**config.mk**
```make
export PLATFORM = sky130hd
export DESIGN_NAME = fetch_unit
export DESIGN_NICKNAME = d
export VERILOG_FILES = /design/src/rtl/fetch_unit.sv
export SDC_FILE = /design/constraint.sdc
export NUM_CORES = 1
export LEC_CHECK = 0
export CAP_MARGIN = 10
export CORE_UTILIZATION = 30
export CTS_CLUSTER_DIAMETER = 100
export CTS_CLUSTER_SIZE = 24
export DETAILED_ROUTE_END_ITERATION = 16
export SETUP_SLACK_MARGIN = 0.3
export SYNTH_ARGS = -nofsm -noshare
export SYNTH_HDL_FRONTEND = slang
export SYNTH_SLANG_ARGS = --single-unit
```
**constraint.sdc**
```tcl
create_clock -name clk -period 12.1 [get_ports clk]
set_clock_uncertainty 0.05 [all_clocks]
set_input_delay 3.63 -clock clk [delete_from_list [all_inputs] [get_ports clk]]
set_output_delay 3.63 -clock clk [all_outputs]
set_load 0.05 [all_outputs]
```
**src/rtl/fetch_unit.sv**
```systemverilog
// ---------------------------------------------------------------------------
// fetch_unit
//
// Instruction-fetch initiator. Drives the request side of an instruction
// memory whose read data is registered (one cycle latency, held while
// stalled), captures the returning (pc, instruction) pairs in a small FIFO
// and presents the FIFO head to decode through a valid/ready handshake.
// A redirect flushes everything in flight and restarts fetch at the target.
//
// Ports:
//   clk, rst           clock, synchronous active-high reset
//   imem_pc            sequential fetch address
//   imem_irreg_pc      redirect address (0 = none, memory uses imem_pc)
//   imem_stall         1 = memory holds its output, no new read
//   imem_instruction   registered read data from memory
//   redirect_valid     flush and restart fetch at redirect_pc
//   redirect_pc        restart target (low two bits ignored)
//   out_valid          FIFO head valid
//   out_pc             address of head instruction
//   out_instruction    head instruction
//   out_ready          decode accepts the head this cycle
// ---------------------------------------------------------------------------
module fetch_unit #(
  parameter int                    ADDR_WIDTH  = 32,
  parameter int                    INST_WIDTH  = 32,
  parameter logic [ADDR_WIDTH-1:0] RESET_PC    = '0,
  parameter int                    QUEUE_DEPTH = 4
) (
  input  logic                  clk,
  input  logic                  rst,
  output logic [ADDR_WIDTH-1:0] imem_pc,
  output logic [ADDR_WIDTH-1:0] imem_irreg_pc,
  output logic                  imem_stall,
  input  logic [INST_WIDTH-1:0] imem_instruction,
  input  logic                  redirect_valid,
  input  logic [ADDR_WIDTH-1:0] redirect_pc,
  output logic                  out_valid,
  output logic [ADDR_WIDTH-1:0] out_pc,
  output logic [INST_WIDTH-1:0] out_instruction,
  input  logic                  out_ready
);

  localparam int PTR_W = $clog2(QUEUE_DEPTH);
  // One extra bit so count can hold QUEUE_DEPTH, another so count plus the
  // in-flight read can never overflow the comparison.
  localparam int CNT_W = PTR_W + 2;
  localparam logic [CNT_W-1:0] DEPTH_C = CNT_W'(QUEUE_DEPTH);

  logic [ADDR_WIDTH-1:0] pc_q;
  logic                  resp_valid_q;
  logic [ADDR_WIDTH-1:0] resp_pc_q;

  logic [ADDR_WIDTH-1:0] fifo_pc   [QUEUE_DEPTH];
  logic [INST_WIDTH-1:0] fifo_inst [QUEUE_DEPTH];
  logic [PTR_W-1:0]      wr_ptr;
  logic [PTR_W-1:0]      rd_ptr;
  logic [CNT_W-1:0]      count;

  logic [ADDR_WIDTH-1:0] target;
  logic [ADDR_WIDTH-1:0] issue_addr;
  logic [CNT_W-1:0]      occupancy;
  logic                  issue;
  logic                  push;
  logic                  pop;
  logic [1:0]            unused_redirect_lsbs;

  assign unused_redirect_lsbs = redirect_pc[1:0];

  // Issue decision. Occupancy counts queued entries plus the read whose data
  // arrives next cycle; a same-cycle pop is deliberately not credited so the
  // check never depends on out_ready. A redirect always issues because it
  // empties the queue in the same cycle. During reset the memory is left
  // unstalled; whatever it reads is dropped since resp_valid_q is cleared.
  always_comb begin
    target     = {redirect_pc[ADDR_WIDTH-1:2], 2'b00};
    occupancy  = count + CNT_W'(resp_valid_q);
    issue      = rst | redirect_valid | (occupancy < DEPTH_C);
    issue_addr = redirect_valid ? target : pc_q;
  end

  // Request side. The redirect target goes out on both address buses so a
  // target of zero still reaches memory through the sequential path.
  assign imem_pc       = rst ? RESET_PC : issue_addr;
  assign imem_irreg_pc = (redirect_valid & ~rst) ? target : '0;
  assign imem_stall    = ~issue;

  // Handshake and FIFO movement. A redirect discards the arriving response
  // and suppresses any pop, since the queue is being flushed anyway.
  assign out_valid       = (count != '0) & ~rst;
  assign push            = resp_valid_q & ~redirect_valid & ~rst;
  assign pop             = out_valid & out_ready & ~redirect_valid;
  assign out_pc          = fifo_pc[rd_ptr];
  assign out_instruction = fifo_inst[rd_ptr];

  // Fetch control and queue bookkeeping. pc_q always holds the next
  // sequential address; resp_valid_q marks that the memory output register
  // will hold fresh data for resp_pc_q next cycle.
  always_ff @(posedge clk) begin
    if (rst) begin
      pc_q         <= RESET_PC;
      resp_valid_q <= 1'b0;
      count        <= '0;
      wr_ptr       <= '0;
      rd_ptr       <= '0;
    end else begin
      if (issue) begin
        resp_valid_q <= 1'b1;
        resp_pc_q    <= issue_addr;
        pc_q         <= issue_addr + ADDR_WIDTH'(4);
      end else begin
        resp_valid_q <= 1'b0;
      end

      if (redirect_valid) begin
        count  <= '0;
        wr_ptr <= '0;
        rd_ptr <= '0;
      end else begin
        if (push) wr_ptr <= wr_ptr + PTR_W'(1);
        if (pop)  rd_ptr <= rd_ptr + PTR_W'(1);
        case ({push, pop})
          2'b10:   count <= count + CNT_W'(1);
          2'b01:   count <= count - CNT_W'(1);
          default: count <= count;
        endcase
      end
    end
  end

  // FIFO storage. No reset needed: entries are only read when count says
  // they were written.
  always_ff @(posedge clk) begin
    if (push) begin
      fifo_pc[wr_ptr]   <= resp_pc_q;
      fifo_inst[wr_ptr] <= imem_instruction;
    end
  end

endmodule

```
== After elaboration in Yosys (flattened, before gate mapping) ==
Memories as Yosys holds them, arrays and structs flattened. A register that Yosys moved wholly into a read port is not among the register bits.
Cells that the tools add are included.
Word-level totals
  bits in registers: 73
  memory bits (writable): 256
  output and inout bits: 130
  logic and storage cells: 43
  memories: 2
Memories
  fifo_inst: words 4, bits a word 32, rd ports 1, clocked after Yosys merged registers in 1, write ports 1, line 54  | logic [INST_WIDTH-1:0] fifo_inst [QUEUE_DEPTH];
  fifo_pc: words 4, bits a word 32, rd ports 1, clocked after Yosys merged registers in 1, write ports 1, line 53  | logic [ADDR_WIDTH-1:0] fifo_pc [QUEUE_DEPTH];
Operators by class
  add/subtract/negate cells: 6
  $lt $le $gt $ge: 1
  eq/ne operators: 2
  muxes and demuxes: 11
  bitwise operators: 11
  reductions and logical operators: 4
Operators with widths (number)
  $mux W32: 3
  $add A32 B3 Y32 const B: 1
  $mux W2: 4
  $pmux W4 S2: 1
  $and A1 B1 Y1: 6
  $add A2 B1 Y2 const B: 2
  $add A4 B1 Y4: 1
  $add A4 B1 Y4 const B: 1
  $lt A4 B3 Y1 const B: 1
  $reduce_bool A4 Y1: 1
  $sub A4 B1 Y4 const B: 1
  $mux W1: 3
  $not A1 Y1: 3
  $eq A2 B1 Y1 const B: 1
  $eq A2 B2 Y1 const B: 1
  $or A1 B1 Y1: 2
  $reduce_and A2 Y1: 1
  $reduce_bool A2 Y1: 1
  $reduce_or A2 Y1: 1

== Longest topological paths before layout ==
  depth in word-level cells: 6
  depth in mapped cells: 13
  gate-level depth less buffers: 9

== Least setup slack after synthesis ==
Ideal clock, no wire load.
  path kind: input to output
  from: in redirect_valid
  to: out imem_pc[2]
  data arrival time: 5.404 ns
  data required time: 8.420 ns
  slack: 3.016 ns
  cell stages on the path: 7
  path through: buf_6 buf_8 buf_2 buf_2 buf_2 mux2_2 nor2b_1
On the way
  word-level cells in the longest chain between the ends: 2
Ends and longest elaborated chain
  start: declaration: line 35  | input logic redirect_valid,
  $mux W32: line 78  | issue_addr = redirect_valid ? target : pc_q;
  net issue_addr[2]: line 60  | logic [ADDR_WIDTH-1:0] issue_addr;
  $mux W32: line 83  | assign imem_pc = rst ? RESET_PC : issue_addr;
  end: declaration: line 31  | output logic [ADDR_WIDTH-1:0] imem_pc,
The timed path passes the listed nets, and every way through them passes these cells.

== Final worst setup path ==
  from: in redirect_valid
  to: out imem_pc[31]
Same word-level chain as after synthesis.

==> impl_metrics.tcl <==
set metrics [dict create \
    ys_warn_count 0 \
    cp-start-kind "input port" \
    critPathKind "in2out" \
    holdCritPathClass "reg2reg" \
    worst_pin_slew_ns 1.006 \
    grt_pass1_vias 7820 \
    power-per-cell-area_nw_per_um2 129.8 \
    rows 77 \
    start_util_pct 30.55 \
    crit_path_end_kind "output port" \
    cp_max_fo 64 \
    slew_violations 0 \
    worst-path-stages 5 \
    rsz0062_at_grt "false" \
    grt_usage_pct 13.68 \
    place_congestion 0.7893 \
    place_inst 1566 \
    syn_inst 811 \
    port_buffers 193 \
    io_pins 198 \
    yosys.area.top_type "edfxtp_1" \
    drt-pass1-iter-count 5 \
    cp.required_ns 8.42 \
    drive_gt1_share_pct 12.92 \
    cp_slowest_stage_delay_ns 0.87 \
    async_reset_ff_share_pct 0 \
    n_antenna_cell 0 \
    layout_min_cycle_time_ns 9.699 \
    die_area_um2 46080 \
    via_count 7704 \
    cts_made_buffers 18 \
    dp_hpwl_um 20670 \
    post_drt_wl_per_cell_um 19.77 \
    cp.arrival_ns 6.02 \
    post-cts-setup-buffer-count 0 \
    timing.hold.ws_ns 0.4261 \
    r2r_setup_slack_ns 9.16 \
    grt_pass1_wl_um 48440 \
    drt_drc_violations_left 0 \
    antenna_left 0 \
    status "complete, no violations" \
    cts_root_buf "clkbuf_16" \
    synth.most_common_cell "edfxtp_1" \
    setup_violations 0 \
    nNetsFinal 1070 \
    stdcell_count 1598 \
    via_per_inst 4.821 \
    cts_tree "yes" \
    synth_seq_cells 331 \
    peakVddDrop_v 0.00008199 \
    yosysTopAreaCellShare_pct 63.75 \
    clkSinkCount 331 \
    die_h_um 214.7 \
    cts_max_level 1 \
    fmax_ghz 0.1031 \
    r2r_cells 9 \
    synth_area_um2 13570 \
    syn_area_per_cell_um2 16.73 \
    clk_latency_ns 0.55 \
    synth-main-ff-cell "edfxtp_1" \
    maxCapViolations 0 \
    slew_headroom_pct 32.96 \
    grt_max_degree 65 \
    grt_overflow_total 0 \
    holdBufCountCts 0 \
    hold_depth 2 \
    coreArea_um2 44410 \
    tns_ns 0 \
    finalHoldViolations 0 \
    ctsResizeCount 0 \
    antenna_found_initial 0 \
    synthToLayoutAreaGrowth_pct 23.14 \
    clockBufferDepth 3 \
    routed_wl_um 31590 \
    synth_common_cells "edfxtp_1, mux4_2, dfxtp_1" \
    post-route-period-util_pct 80.16 \
    die_x_um 214.7 \
    worst-path-buf-inv 3 \
    synth_enable_flop_cells 288 \
    yosys-top-cells-area "edfxtp_1, mux4_2, dfxtp_1" \
    leakagePower_nw 5.433 \
    synth.yosys.seq_area_share_pct 70.09 \
    crit_family "buffers and inverters" \
    drt-initial-drc-count 521 \
    cp_slowest_cell "clkdlybuf4s50_1" \
    ys_types 62 \
    clk_pin_slew_ns 0.10 \
    path_cells "buf_2 > buf_4 > mux2_2 > nor2b_1 > clkdlybuf4s50_1" \
]
[cells in the final DEF (no fill, tap or decap), types with 14 or more instances in the layout]
master and instances:
and2_1 34, mux2i_1 22, nor2_1 36, a21oi_1 23
buf_4 14, inv_1 21, mux4_2 64, nand3_1 21
edfxtp_1 288, dfxtp_1 41, nand2_1 36, clkdlybuf4s50_1 191
clkbuf_16 19
[layout make-up]
cell class	instances	area, µm²
Sequential cell	331	9517
Tap cell	592	740.7
Inverter	23	86.33
Clock buffer	29	523.0
Multi-Input combinational cell	413	3771
Fill cell	4158	27710
Clock inverter	3	41.29
Timing Repair Buffer	207	2027
[stage by stage]
step	instance area [µm²]	setup WS [ns]	power, mW	utilization [%]
after floorplan	13570	3.016	1.431	-
after global placement	16140	2.354	1.518	36.34
after detailed placement	16140	2.354	1.521	36.34
after CTS	16710	2.364	2.200	37.61
after global routing	16710	2.274	2.249	37.61
final	16710	2.401	2.169	37.61
[sequential cells by signal, summed over array words and instances, names as in the netlist, named ones only]
name / cells
count: 4
fifo_inst: 128
fifo_pc: 128
pc_q: 32
rd_ptr: 2
resp_pc_q: 32
resp_valid_q: 1
wr_ptr: 2
[worst paths after layout]
path	startpoint	end
worst max-delay path	redirect_valid	imem_pc[31]
worst min-delay path	pc_q[26]$_SDFFE_PP0N_	pc_q[26]$_SDFFE_PP0N_
worst max register to register	resp_valid_q$_SDFF_PP0_	pc_q[25]$_SDFFE_PP0N_
worst min register to register	pc_q[26]$_SDFFE_PP0N_	pc_q[26]$_SDFFE_PP0N_
[per-layer routing]
| layer | up-vias | wire, µm | global-route usage [%] |
|---|---|---|---|
| met5 | - | 0 | 0 |
| met4 | 0 | 540 | 3.571 |
| met3 | 31 | 1740 | 2.709 |
| met2 | 235 | 14760 | 22.37 |
| met1 | 3909 | 14540 | 18.58 |
| li1 | 3529 | - | - |
[cells by family after synthesis]
logic type	synth area share [%]
muxes	13.08
buffers and inverters	2.342
adders and majority gates	0.7378
and+or+nand+nor	8.909
xor gates and xnor gates	0.9038
DFF	70.09
other	0.02764
AOI/OAI and AO/OA	3.910
[where the power goes]
group / internal [mW] / switching [mW] / leakage (nW)
clock: 0.307 / 0.368 / 0.273
combinational: 0.0764 / 0.131 / 2.16
sequential: 1.27 / 0.0178 / 3.00
[tightest hold or removal path: cells and delay by family, from the launching register on]
kind,cells,cell delay (ns)
DFF,1,0.33
and+or+nand+nor,2,0.10
Power figures use the tool's default switching activity.
